$ cat src/rtl/uart_pkg.sv
// rtl/uart_pkg.sv - register offsets, status bit indices and FSM state types for the bus UART
package uart_pkg;

    // Register offsets within the 4-word window
    localparam logic [1:0] UART_DATA   = 2'd0;
    localparam logic [1:0] UART_STATUS = 2'd1;
    localparam logic [1:0] UART_DIV    = 2'd2;
    localparam logic [1:0] UART_CTRL   = 2'd3;

    // STATUS bit positions
    localparam int ST_TX_FULL  = 0;
    localparam int ST_TX_EMPTY = 1;
    localparam int ST_RX_EMPTY = 2;
    localparam int ST_RX_FULL  = 3;
    localparam int ST_RXOVR    = 4;
    localparam int ST_TX_BUSY  = 5;
    localparam int ST_FERR     = 6;
    localparam int ST_TXOVF    = 7;

    typedef enum logic [1:0] {
        TX_IDLE,
        TX_START,
        TX_DATA,
        TX_STOP
    } tx_state_e;

    typedef enum logic [1:0] {
        RX_IDLE,
        RX_START,
        RX_DATA,
        RX_STOP
    } rx_state_e;

endpackage

$ cat src/rtl/uart_fifo.sv
// rtl/uart_fifo.sv - synchronous FIFO with head-of-queue output
module uart_fifo #(
    parameter int WIDTH = 8,
    parameter int DEPTH = 8
) (
    input  logic             clk,
    input  logic             rst_n,
    input  logic             push,
    input  logic [WIDTH-1:0] push_data,
    input  logic             pop,
    output logic [WIDTH-1:0] head,
    output logic             full,
    output logic             empty
);

    localparam int AW = (DEPTH > 1) ? $clog2(DEPTH) : 1;
    localparam int CW = AW + 1;

    logic [WIDTH-1:0] mem_q [DEPTH];
    logic [AW-1:0]    wptr_q, wptr_d;
    logic [AW-1:0]    rptr_q, rptr_d;
    logic [CW-1:0]    count_q, count_d;
    logic             do_push, do_pop;

    assign full  = (count_q == CW'(DEPTH));
    assign empty = (count_q == '0);
    assign head  = mem_q[rptr_q];

    // A pop frees a slot for a same-cycle push, and a same-cycle push feeds a pop from empty
    always_comb begin
        do_push = push && (!full || pop);
        do_pop  = pop && (!empty || push);
        wptr_d  = do_push ? wptr_q + AW'(1) : wptr_q;
        rptr_d  = do_pop  ? rptr_q + AW'(1) : rptr_q;
        count_d = count_q;
        case ({do_push, do_pop})
            2'b10:   count_d = count_q + CW'(1);
            2'b01:   count_d = count_q - CW'(1);
            default: count_d = count_q;
        endcase
    end

    // Pointer and occupancy registers; pointers wrap naturally at the power-of-two depth
    always_ff @(posedge clk or negedge rst_n) begin
        if (!rst_n) begin
            wptr_q  <= '0;
            rptr_q  <= '0;
            count_q <= '0;
        end else begin
            wptr_q  <= wptr_d;
            rptr_q  <= rptr_d;
            count_q <= count_d;
        end
    end

    // Storage array, written on accepted pushes only
    always_ff @(posedge clk) begin
        if (do_push) begin
            mem_q[wptr_q] <= push_data;
        end
    end

endmodule

$ cat src/rtl/uart_bus_periph.sv
// rtl/uart_bus_periph.sv - memory-mapped 8N1 UART with TX/RX FIFOs, baud divisor and level irq
module uart_bus_periph
    import uart_pkg::*;
#(
    parameter logic [15:0] BASE_ADDR  = 16'hFF00,
    parameter logic [15:0] DIV_RESET  = 16'd433,
    parameter int          FIFO_DEPTH = 8
) (
    input  logic        clk_bus,
    input  logic        rst_bus,
    input  logic [15:0] addr,
    input  logic [15:0] wdata,
    input  logic        write,
    input  logic        read,
    output logic [15:0] rdata,
    output logic        irq,
    input  logic        rx,
    output logic        tx
);

    logic        hit;
    logic [1:0]  off;
    logic        wr_data, rd_data, wr_status, wr_div, wr_ctrl;

    logic        tx_full, tx_empty, tx_pop;
    logic [7:0]  tx_head;
    logic        rx_full, rx_empty, rx_pop, rx_push, rx_ferr_set;
    logic [7:0]  rx_head;

    logic [15:0] div_q, div_d;
    logic [1:0]  ctrl_q, ctrl_d;
    logic        rxovr_q, rxovr_d, ferr_q, ferr_d, txovf_q, txovf_d;
    logic        irq_q, irq_d;
    logic        rx_s1_q, rx_s1_d, rx_s2_q, rx_s2_d, rx_prev_q, rx_prev_d;

    tx_state_e   tx_state_q, tx_state_d;
    logic [15:0] tx_cnt_q, tx_cnt_d;
    logic [2:0]  tx_bit_q, tx_bit_d;
    logic [7:0]  tx_shift_q, tx_shift_d;
    logic        tx_q, tx_d;

    rx_state_e   rx_state_q, rx_state_d;
    logic [15:0] rx_cnt_q, rx_cnt_d;
    logic [2:0]  rx_bit_q, rx_bit_d;
    logic [7:0]  rx_shift_q, rx_shift_d;

    logic [7:0]  status;

    assign hit       = (addr[15:2] == BASE_ADDR[15:2]);
    assign off       = addr[1:0];
    assign wr_data   = write && hit && (off == UART_DATA);
    assign rd_data   = read  && hit && (off == UART_DATA);
    assign wr_status = write && hit && (off == UART_STATUS);
    assign wr_div    = write && hit && (off == UART_DIV);
    assign wr_ctrl   = write && hit && (off == UART_CTRL);
    assign rx_pop    = rd_data && !rx_empty;
    assign tx        = tx_q;
    assign irq       = irq_q;

    uart_fifo #(.WIDTH(8), .DEPTH(FIFO_DEPTH)) u_tx_fifo (
        .clk       (clk_bus),
        .rst_n     (rst_bus),
        .push      (wr_data),
        .push_data (wdata[7:0]),
        .pop       (tx_pop),
        .head      (tx_head),
        .full      (tx_full),
        .empty     (tx_empty)
    );

    uart_fifo #(.WIDTH(8), .DEPTH(FIFO_DEPTH)) u_rx_fifo (
        .clk       (clk_bus),
        .rst_n     (rst_bus),
        .push      (rx_push),
        .push_data (rx_shift_q),
        .pop       (rx_pop),
        .head      (rx_head),
        .full      (rx_full),
        .empty     (rx_empty)
    );

    // Status word assembly and combinational read mux, zero unless a read hits
    always_comb begin
        status              = '0;
        status[ST_TX_FULL]  = tx_full;
        status[ST_TX_EMPTY] = tx_empty;
        status[ST_RX_EMPTY] = rx_empty;
        status[ST_RX_FULL]  = rx_full;
        status[ST_RXOVR]    = rxovr_q;
        status[ST_TX_BUSY]  = (tx_state_q != TX_IDLE);
        status[ST_FERR]     = ferr_q;
        status[ST_TXOVF]    = txovf_q;
        rdata = '0;
        if (read && hit) begin
            case (off)
                UART_DATA:   rdata = rx_empty ? 16'h0000 : {8'h00, rx_head};
                UART_STATUS: rdata = {8'h00, status};
                UART_DIV:    rdata = div_q;
                default:     rdata = {14'h0000, ctrl_q};
            endcase
        end
    end

    // Control registers, sticky flags (hardware set beats CPU clear), irq and rx synchronizer
    always_comb begin
        div_d     = wr_div  ? wdata : div_q;
        ctrl_d    = wr_ctrl ? wdata[1:0] : ctrl_q;
        txovf_d   = (txovf_q & ~(wr_status & wdata[ST_TXOVF]))
                  | (wr_data & tx_full & ~tx_pop);
        rxovr_d   = (rxovr_q & ~(wr_status & wdata[ST_RXOVR]))
                  | (rx_push & rx_full & ~rx_pop);
        ferr_d    = (ferr_q & ~(wr_status & wdata[ST_FERR])) | rx_ferr_set;
        irq_d     = (ctrl_q[0] & ~rx_empty) | (ctrl_q[1] & tx_empty);
        rx_s1_d   = rx;
        rx_s2_d   = rx_s1_q;
        rx_prev_d = rx_s2_q;
    end

    // Transmit FSM: start, 8 data bits LSB first, stop; chains frames with no idle bit
    always_comb begin
        tx_state_d = tx_state_q;
        tx_cnt_d   = (tx_cnt_q != 16'd0) ? tx_cnt_q - 16'd1 : tx_cnt_q;
        tx_bit_d   = tx_bit_q;
        tx_shift_d = tx_shift_q;
        tx_d       = tx_q;
        tx_pop     = 1'b0;
        case (tx_state_q)
            TX_IDLE: begin
                if (!tx_empty) begin
                    tx_pop     = 1'b1;
                    tx_state_d = TX_START;
                    tx_cnt_d   = div_q;
                    tx_shift_d = tx_head;
                    tx_d       = 1'b0;
                end
            end
            TX_START: begin
                if (tx_cnt_q == 16'd0) begin
                    tx_state_d = TX_DATA;
                    tx_cnt_d   = div_q;
                    tx_bit_d   = 3'd0;
                    tx_d       = tx_shift_q[0];
                    tx_shift_d = {1'b0, tx_shift_q[7:1]};
                end
            end
            TX_DATA: begin
                if (tx_cnt_q == 16'd0) begin
                    tx_cnt_d = div_q;
                    if (tx_bit_q == 3'd7) begin
                        tx_state_d = TX_STOP;
                        tx_d       = 1'b1;
                    end else begin
                        tx_bit_d   = tx_bit_q + 3'd1;
                        tx_d       = tx_shift_q[0];
                        tx_shift_d = {1'b0, tx_shift_q[7:1]};
                    end
                end
            end
            default: begin
                if (tx_cnt_q == 16'd0) begin
                    if (!tx_empty) begin
                        tx_pop     = 1'b1;
                        tx_state_d = TX_START;
                        tx_cnt_d   = div_q;
                        tx_shift_d = tx_head;
                        tx_d       = 1'b0;
                    end else begin
                        tx_state_d = TX_IDLE;
                    end
                end
            end
        endcase
    end

    // Receive FSM: mid-bit sampling after a synced falling edge, glitch and framing checks
    always_comb begin
        rx_state_d  = rx_state_q;
        rx_cnt_d    = (rx_cnt_q != 16'd0) ? rx_cnt_q - 16'd1 : rx_cnt_q;
        rx_bit_d    = rx_bit_q;
        rx_shift_d  = rx_shift_q;
        rx_push     = 1'b0;
        rx_ferr_set = 1'b0;
        case (rx_state_q)
            RX_IDLE: begin
                if (rx_prev_q && !rx_s2_q) begin
                    rx_state_d = RX_START;
                    rx_cnt_d   = {1'b0, div_q[15:1]};
                end
            end
            RX_START: begin
                if (rx_cnt_q == 16'd0) begin
                    if (!rx_s2_q) begin
                        rx_state_d = RX_DATA;
                        rx_cnt_d   = div_q;
                        rx_bit_d   = 3'd0;
                    end else begin
                        rx_state_d = RX_IDLE;
                    end
                end
            end
            RX_DATA: begin
                if (rx_cnt_q == 16'd0) begin
                    rx_shift_d = {rx_s2_q, rx_shift_q[7:1]};
                    rx_cnt_d   = div_q;
                    if (rx_bit_q == 3'd7) begin
                        rx_state_d = RX_STOP;
                    end else begin
                        rx_bit_d = rx_bit_q + 3'd1;
                    end
                end
            end
            default: begin
                if (rx_cnt_q == 16'd0) begin
                    rx_state_d = RX_IDLE;
                    if (rx_s2_q) begin
                        rx_push = 1'b1;
                    end else begin
                        rx_ferr_set = 1'b1;
                    end
                end
            end
        endcase
    end

    // State registers; reset idles the line and aborts any frame in flight
    always_ff @(posedge clk_bus or negedge rst_bus) begin
        if (!rst_bus) begin
            div_q      <= DIV_RESET;
            ctrl_q     <= '0;
            rxovr_q    <= 1'b0;
            ferr_q     <= 1'b0;
            txovf_q    <= 1'b0;
            irq_q      <= 1'b0;
            rx_s1_q    <= 1'b1;
            rx_s2_q    <= 1'b1;
            rx_prev_q  <= 1'b1;
            tx_state_q <= TX_IDLE;
            tx_cnt_q   <= '0;
            tx_bit_q   <= '0;
            tx_shift_q <= '0;
            tx_q       <= 1'b1;
            rx_state_q <= RX_IDLE;
            rx_cnt_q   <= '0;
            rx_bit_q   <= '0;
            rx_shift_q <= '0;
        end else begin
            div_q      <= div_d;
            ctrl_q     <= ctrl_d;
            rxovr_q    <= rxovr_d;
            ferr_q     <= ferr_d;
            txovf_q    <= txovf_d;
            irq_q      <= irq_d;
            rx_s1_q    <= rx_s1_d;
            rx_s2_q    <= rx_s2_d;
            rx_prev_q  <= rx_prev_d;
            tx_state_q <= tx_state_d;
            tx_cnt_q   <= tx_cnt_d;
            tx_bit_q   <= tx_bit_d;
            tx_shift_q <= tx_shift_d;
            tx_q       <= tx_d;
            rx_state_q <= rx_state_d;
            rx_cnt_q   <= rx_cnt_d;
            rx_bit_q   <= rx_bit_d;
            rx_shift_q <= rx_shift_d;
        end
    end

endmodule

$ cat config.mk
export PLATFORM = sky130hd
export DESIGN_NAME = uart_bus_periph
export DESIGN_NICKNAME = d
export VERILOG_FILES = /design/src/rtl/uart_pkg.sv /design/src/rtl/uart_fifo.sv /design/src/rtl/uart_bus_periph.sv
export SDC_FILE = /design/constraint.sdc
export NUM_CORES = 1
export LEC_CHECK = 0
export BUFFER_PORTS_ARGS = -buffer_cell sky130_fd_sc_hd__buf_2
export CAP_MARGIN = 25
export CORE_MARGIN = 3
export CORE_UTILIZATION = 38
export CTS_CLUSTER_SIZE = 40
export DETAILED_ROUTE_END_ITERATION = 7
export SLEW_MARGIN = 40
export SYNTH_ARGS = -nofsm -noshare
export SYNTH_HDL_FRONTEND = slang
export SYNTH_HIERARCHICAL = 1
export SYNTH_SLANG_ARGS = --single-unit
$ cat constraint.sdc
create_clock -name clk_bus -period 3.6 [get_ports clk_bus]
set_clock_uncertainty 0.05 [all_clocks]
set_input_delay 0.36 -clock clk_bus [delete_from_list [all_inputs] [get_ports clk_bus]]
set_output_delay 0.36 -clock clk_bus [all_outputs]
set_load 0.05 [all_outputs]
### Word-level counts from Yosys, hierarchy flattened

Memory sizes are Yosys's and may differ from the RTL's.
Cells that the tools add are included.

| word-level totals | value |
|---|---|
| register bits | 104 |
| bits in latches | 0 |
| bits in writable memories | 128 |
| ROM bits | 0 |
| output and inout port bits | 18 |
| logic and storage cells | 198 |
| memories kept | 2 |

| cells by class | value |
|---|---|
| $add $sub $neg | 12 |
| multiply operators | 0 |
| divide/modulo/power cells | 0 |
| order comparisons | 0 |
| eq/ne operators | 27 |
| shifts and indexed selects | 0 |
| multiplexer cells | 64 |
| bitwise operators | 22 |
| reductions and logical operators | 47 |

Memory list:

| name | depth | width | rd ports | clocked after Yosys merged registers in | wr ports | RTL line | text |
|---|---|---|---|---|---|---|---|
| u_rx_fifo.mem_q | 8 | 8 | 1 | 0 | 1 | uart_fifo.sv:19 | `logic [WIDTH-1:0] mem_q [DEPTH];` |
| u_tx_fifo.mem_q | 8 | 8 | 1 | 0 | 1 | uart_fifo.sv:19 |  |

Operators with widths:

| cell | number |
|---|---|
| $mux W16 | 10 |
| $pmux W16 S3 | 2 |
| $mux W8 | 6 |
| $logic_not A16 Y1 | 2 |
| $pmux W16 S2 | 1 |
| $reduce_bool A16 Y1 | 2 |
| $sub A16 B1 Y16 const B | 2 |
| $pmux W8 S3 | 1 |
| $mux W2 | 11 |
| $ne A2 B2 Y1 const B | 11 |
| $mux W3 | 7 |
| $add A3 B1 Y3 const B | 6 |
| $mux W1 | 18 |
| $pmux W4 S2 | 2 |
| $reduce_and A5 Y1 | 3 |
| $eq A14 B14 Y1 const B | 1 |
| $reduce_bool A2 Y1 | 7 |
| $logic_and A1 B1 Y1 | 13 |
| $and A1 B1 Y1 | 12 |
| $eq A2 B2 Y1 const B | 6 |
| $pmux W2 S3 | 2 |
| $pmux W3 S2 | 2 |
| $eq A2 B1 Y1 const B | 5 |
| $add A4 B1 Y4 const B | 2 |
| other kinds (16) | 38 |

### Logic depth before layout (Yosys ltp)

| depth | value |
|---|---|
| depth after elaboration | 8 |
| gate-level depth with buffers | 13 |

### Cells and area by module

The synthesis kept the hierarchy.

By module, submodules not included:

| module | instances | cells an instance | area an instance (sq um) | sequential area each (sq um) |
|---|---|---|---|---|
| uart_bus_periph | 1 | 546 | 5038.6 | 2113.3 |
| uart_fifo (u_tx_fifo) | 1 | 158 | 3081.7 | 2172.1 |
| uart_fifo (u_rx_fifo) | 1 | 158 | 3078.0 | 2172.1 |

### Least setup slack after synthesis

OpenSTA, ideal clock, no wires.

| timing | value |
|---|---|
| path type | reg-to-reg |
| from | reg tx_cnt_q[0] |
| to | reg u_tx_fifo.count_q[3] |
| library setup time | 134 ps |
| arrival time | 3704 ps |
| path slack | -288 ps |
| stages on the path, launching flop included | 13 |
| cell sequence | dfrtp_1 > inv_1 > ha_1 > or4b_1 > nor4_4 > a21oi_1 > inv_1 > o21ai_4 > ha_1 > ha_1 > or4b_2 > o311ai_0 > o211ai_1 |

| between the ends | value |
|---|---|
| word-level cells in the longest chain between the ends | 7 |

Ends and longest elaborated chain:

| what | RTL line | text |
|---|---|---|
| start: declaration | uart_bus_periph.sv:37 | `logic [15:0] tx_cnt_q, tx_cnt_d;` |
| start signal: assignment | uart_bus_periph.sv:257 | `tx_cnt_q <= tx_cnt_d;` |
| $logic_not A16 Y1 * | uart_bus_periph.sv:160 | `if (tx_cnt_q == 16'd0) begin` |
| $mux W1 * | uart_bus_periph.sv:160 |  |
| $pmux W1 S2 * | uart_bus_periph.sv:127 | `case (tx_state_q)` |
| net tx_pop | uart_bus_periph.sv:25 | `logic tx_full, tx_empty, tx_pop;` |
| $logic_or A1 B1 Y1 | uart_fifo.sv:31 | `do_push = push && (!full \|\| pop);` |
| $logic_and A1 B1 Y1 | uart_fifo.sv:31 |  |
| $eq A2 B1 Y1 or $eq A2 B2 Y1 (tied branches) | uart_fifo.sv:36 | `case ({do_push, do_pop})` |
| $pmux W4 S2 or $reduce_bool A2 Y1 (tied branches) | -- |  |
| end signal: assignment | uart_fifo.sv:52 | `count_q <= count_d;` |
| end: declaration | uart_fifo.sv:22 | `logic [CW-1:0] count_q, count_d;` |

Mark *: on every way through the listed nets, which the timed path passes. The rest lies on a longest branch.
A chain may end at the register's enable or synchronous reset.

### Final worst setup path

Same ends and word-level chain as after synthesis.

==> flow_metrics.py <==
metrics = {
    "cts": {
        "cts_buffers": 26,
        "cts_tree": "yes",
        "clkSinkCount": 232,
        "clockBufferDepth": 3,
        "htree_levels": 1,
        "clk_pin_slew_ns": 0.06,
        "clock-root-buffer": "clkbuf_16",
        "clk_latency_ns": 0.55,
    },
    "synthesis": {
        "syn_avg_cell_area_sq_um": 13.0,
        "async_reset_ff_share_pct": 44.8,
        "syn-num-nets": 923,
        "syn_inst": 862,
        "synth_edf_count": 128,
        "ys_dominant_reg_cell": "edfxtp_1",
        "netlist_area_sq_mm": 0.0112,
        "ys_ff_latch": 232,
        "yosysWarnings": 6,
        "ys_seq_area_share_pct": 57.7,
        "ys_types": 74,
    },
    "power_and_ir_drop": {
        "ir_worst_vdd_mv": 0.325,
        "powerDensity_mw_per_mm2": 569,
        "leakage_nw": 5.11,
    },
    "sta": {
        "max_freq_ghz": 0.287,
        "maxSlewViolCount": 0,
        "tns_ns": 0,
        "worst_pin_slew_ns": 0.750,
        "setup_viol": 0,
        "setup_ws_ns": 0.118,
        "hold_violations": 0,
        "period_needed_ns": 3.48,
        "hold-worst-slack_ns": 0.0957,
        "period_share_pct": 96.7,
        "slew_headroom_pct": 50.0,
    },
    "global_routing": {
        "grt_pass1_vias": 7281,
        "grt_antenna_before_repair": 1,
        "grt_first_pass_wirelength_mm": 40.9,
        "grt_usage_pct": 16.5,
        "grt_max_degree": 57,
        "grt_overflow": 0,
    },
    "final_layout": {
        "syn2layout_area_growth_pct": 18.4,
        "num_antenna_cells": 0,
        "final_cells": 1378,
        "final.fill_count": 2651,
        "nNetsFinal": 1035,
        "drive_gt1_share_pct": 27.6,
    },
    "status": {
        "outcome": "completed",
    },
    "route": {
        "antenna_left": 0,
        "avgRoutedWirePerCell_microns": 18.6,
        "totalWireLength_mm": 25.6,
        "firstDrtPassIters": 7,
        "avgViaCountPerCell": 5.35,
        "vias": 7376,
        "drc": 0,
        "drt_iter0_drc": 500,
    },
    "floorplan": {
        "initial_utilization_pct": 38.8,
        "coreArea_sq_mm": 0.0289,
        "placementRows": 62,
        "die_h_microns": 178,
        "dieWidth_microns": 178,
        "pin_count": 55,
        "die-area_sq_mm": 0.0316,
    },
    "worst_setup_path": {
        "rr_worst_depth": 12,
        "end_kind": "flip-flop",
        "crit_required_ns": 3.95,
        "startpoint_type": "flip-flop",
        "timing.rr.start": "tx_cnt_q[0]",
        "cp.arrival_ns": 3.83,
        "rr_endpoint": "u_tx_fifo/count_q[3]",
        "cp_max_fo": 8,
        "path_class": "reg2reg",
        "r2r_slack_ns": 0.12,
    },
    "flow_run": {
        "maxCapViolCount": 0,
    },
    "placed_design": {
        "gp_congestion": 0.888,
        "post-place-cells": 1313,
        "hpwl_mm": 17.5,
        "pre_cts_ws_ns": -0.103,
        "io_buffers": 54,
    },
    "min_path": {
        "min_path_type": "in2reg",
        "min_path_cells": 1,
        "min_from": "wdata[3]",
        "hold_end": "u_tx_fifo/mem_q[1][3]",
    },
}
cell usage in the layout (no fill, tap or decap), types with 5 or more instances in the layout:
master,count
buf_2,53
nand3_1,13
dfrtp_1,93
mux2i_1,17
mux4_2,32
nand2b_1,12
a22o_1,6
nor4_1,7
nand4_1,7
dfstp_2,9
nand2_1,51
edfxtp_1,128
o21ai_0,40
nor2_1,59
nor3b_1,10
inv_1,28
ha_1,21
xor2_1,11
mux2_2,49
nor3_1,30
dlygate4sd3_1,10
a211oi_1,6
clkbuf_16,26
and2_1,11
xnor2_1,19
nor2b_1,7
a21oi_1,42
nand3b_1,5
o211ai_1,8
buf_4,56
a22oi_1,17
routing by layer:
layer	global-route usage [%]	share of wire, %	vias up
li1	-	-	3506
met1	23.1	46	3680
met2	27.2	48	158
met3	2.33	4.5	32
met4	4.12	1.9	0
met5	0	0	-
cell families (layout without fill, tap and decap cells):
family	Yosys count	in the layout	share of synthesized area [%]
and+or+nand+nor	244	244	11.6
DFF	232	232	57.7
AOI/OAI and AO/OA	165	165	9.96
muxes	100	100	13.2
buffers and inverters	67	199	2.46
xor gates and xnor gates	30	30	2.35
adders and majority gates	24	24	2.82
where the power goes:
group / leakage [nW] / internal (mW) / switching [mW]
clock network: 0.427 / 1.62 / 1.10
logic: 2.21 / 0.731 / 0.768
registers: 2.48 / 3.04 / 0.294
what timing repair did:
item                                   in CTS  in global routing
setup endpoints to repair                   0                  1
setup buffers                               0                  7
gates resized for setup                     0                  4
endpoints found under the hold margin      55                  0
hold buffers                               10                  0
final cells by class:
type,count,area [sq um],area share (%)
well taps,384,480,3.62
repair buffers,120,806,6.08
multi-input cells,563,4500,33.9
flip-flops and latches,232,6460,48.7
clock buffers,33,707,5.33
inverters,31,119,0.896
clock inverters,15,191,1.44
critical path: stages, from the launching register on:
cell and delay [ns]:
dfrtp_1 0.42, inv_2 0.09, ha_1 0.17, or4b_4 0.49
nor4_4 0.35, a21oi_4 0.12, inv_4 0.10, o21ai_4 0.11
ha_4 0.21, ha_1 0.29, or4b_2 0.68, o311ai_0 0.13
o211ai_1 0.12
synth_stat cells, types with 3 or more instances:
master | n | share of area (%)
a2111o_1 | 3 | 0.30
a211oi_1 | 6 | 0.40
a21oi_1 | 43 | 1.9
a221oi_1 | 4 | 0.31
a22o_1 | 6 | 0.47
a22oi_1 | 17 | 1.1
a31oi_1 | 3 | 0.17
a32o_1 | 3 | 0.27
and2_1 | 11 | 0.61
and3_1 | 3 | 0.17
buf_1 | 3 | 0.10
buf_2 | 3 | 0.13
buf_4 | 3 | 0.20
clkbuf_1 | 25 | 0.84
dfrtp_1 | 95 | 21
dfstp_2 | 9 | 2.1
edfxtp_1 | 128 | 34
ha_1 | 22 | 2.5
inv_1 | 31 | 1.0
mux2_2 | 49 | 4.9
mux2i_1 | 17 | 1.5
mux4_2 | 32 | 6.4
nand2_1 | 51 | 1.7
nand2b_1 | 12 | 0.67
nand3_1 | 13 | 0.58
nand3b_1 | 5 | 0.34
nand4_1 | 7 | 0.39
nor2_1 | 59 | 2.0
nor2b_1 | 7 | 0.39
nor3_1 | 30 | 1.3
nor3b_1 | 10 | 0.67
nor4_1 | 8 | 0.45
nor4b_1 | 3 | 0.23
o211ai_1 | 8 | 0.54
o21ai_0 | 40 | 1.8
o21ai_4 | 3 | 0.44
o311ai_0 | 4 | 0.31
o31ai_1 | 3 | 0.20
or3_1 | 4 | 0.22
or4_1 | 4 | 0.27
xnor2_1 | 19 | 1.5
xor2_1 | 11 | 0.86
worst max-delay path by stage:
stage | startpoint | slack [ns] | depth (start not counted) | to
after floorplan | tx_cnt_q[8] | 0.01 | 11 | u_tx_fifo/count_q[3]
after global placement | addr[3] | -0.03 | 13 | u_rx_fifo/count_q[3]
after detailed placement | addr[3] | -0.10 | 13 | u_rx_fifo/count_q[3]
after CTS | tx_cnt_q[0] | 0.06 | 13 | u_tx_fifo/count_q[3]
after global routing | tx_cnt_q[1] | -0.002 | 13 | u_tx_fifo/count_q[3]
final | tx_cnt_q[0] | 0.12 | 12 | u_tx_fifo/count_q[3]
metrics by stage:
| stage | cell area [sq um] | util (%) | total power, mW |
|---|---|---|---|
| 6_report | 13300 | 46.0 | 7.55 |
| 5_1_grt | 13300 | 46.0 | 7.93 |
| 4_1_cts | 13200 | 45.7 | 7.59 |
| 3_5_place_dp | 12200 | 42.3 | 4.84 |
| 3_3_place_gp | 12200 | 42.3 | 4.81 |
| 2_1_floorplan | 11200 | - | 4.43 |
flip-flops by register name, summed over array words and instances (netlist names), 4 cells and up:
register / cells
u_rx_fifo/mem_q: 64
u_tx_fifo/count_q: 4
tx_cnt_q: 16
rx_shift_q: 8
u_rx_fifo/count_q: 4
rx_cnt_q: 16
tx_shift_q: 8
div_q: 16
u_tx_fifo/mem_q: 64
(Power assumes the default switching activity.)
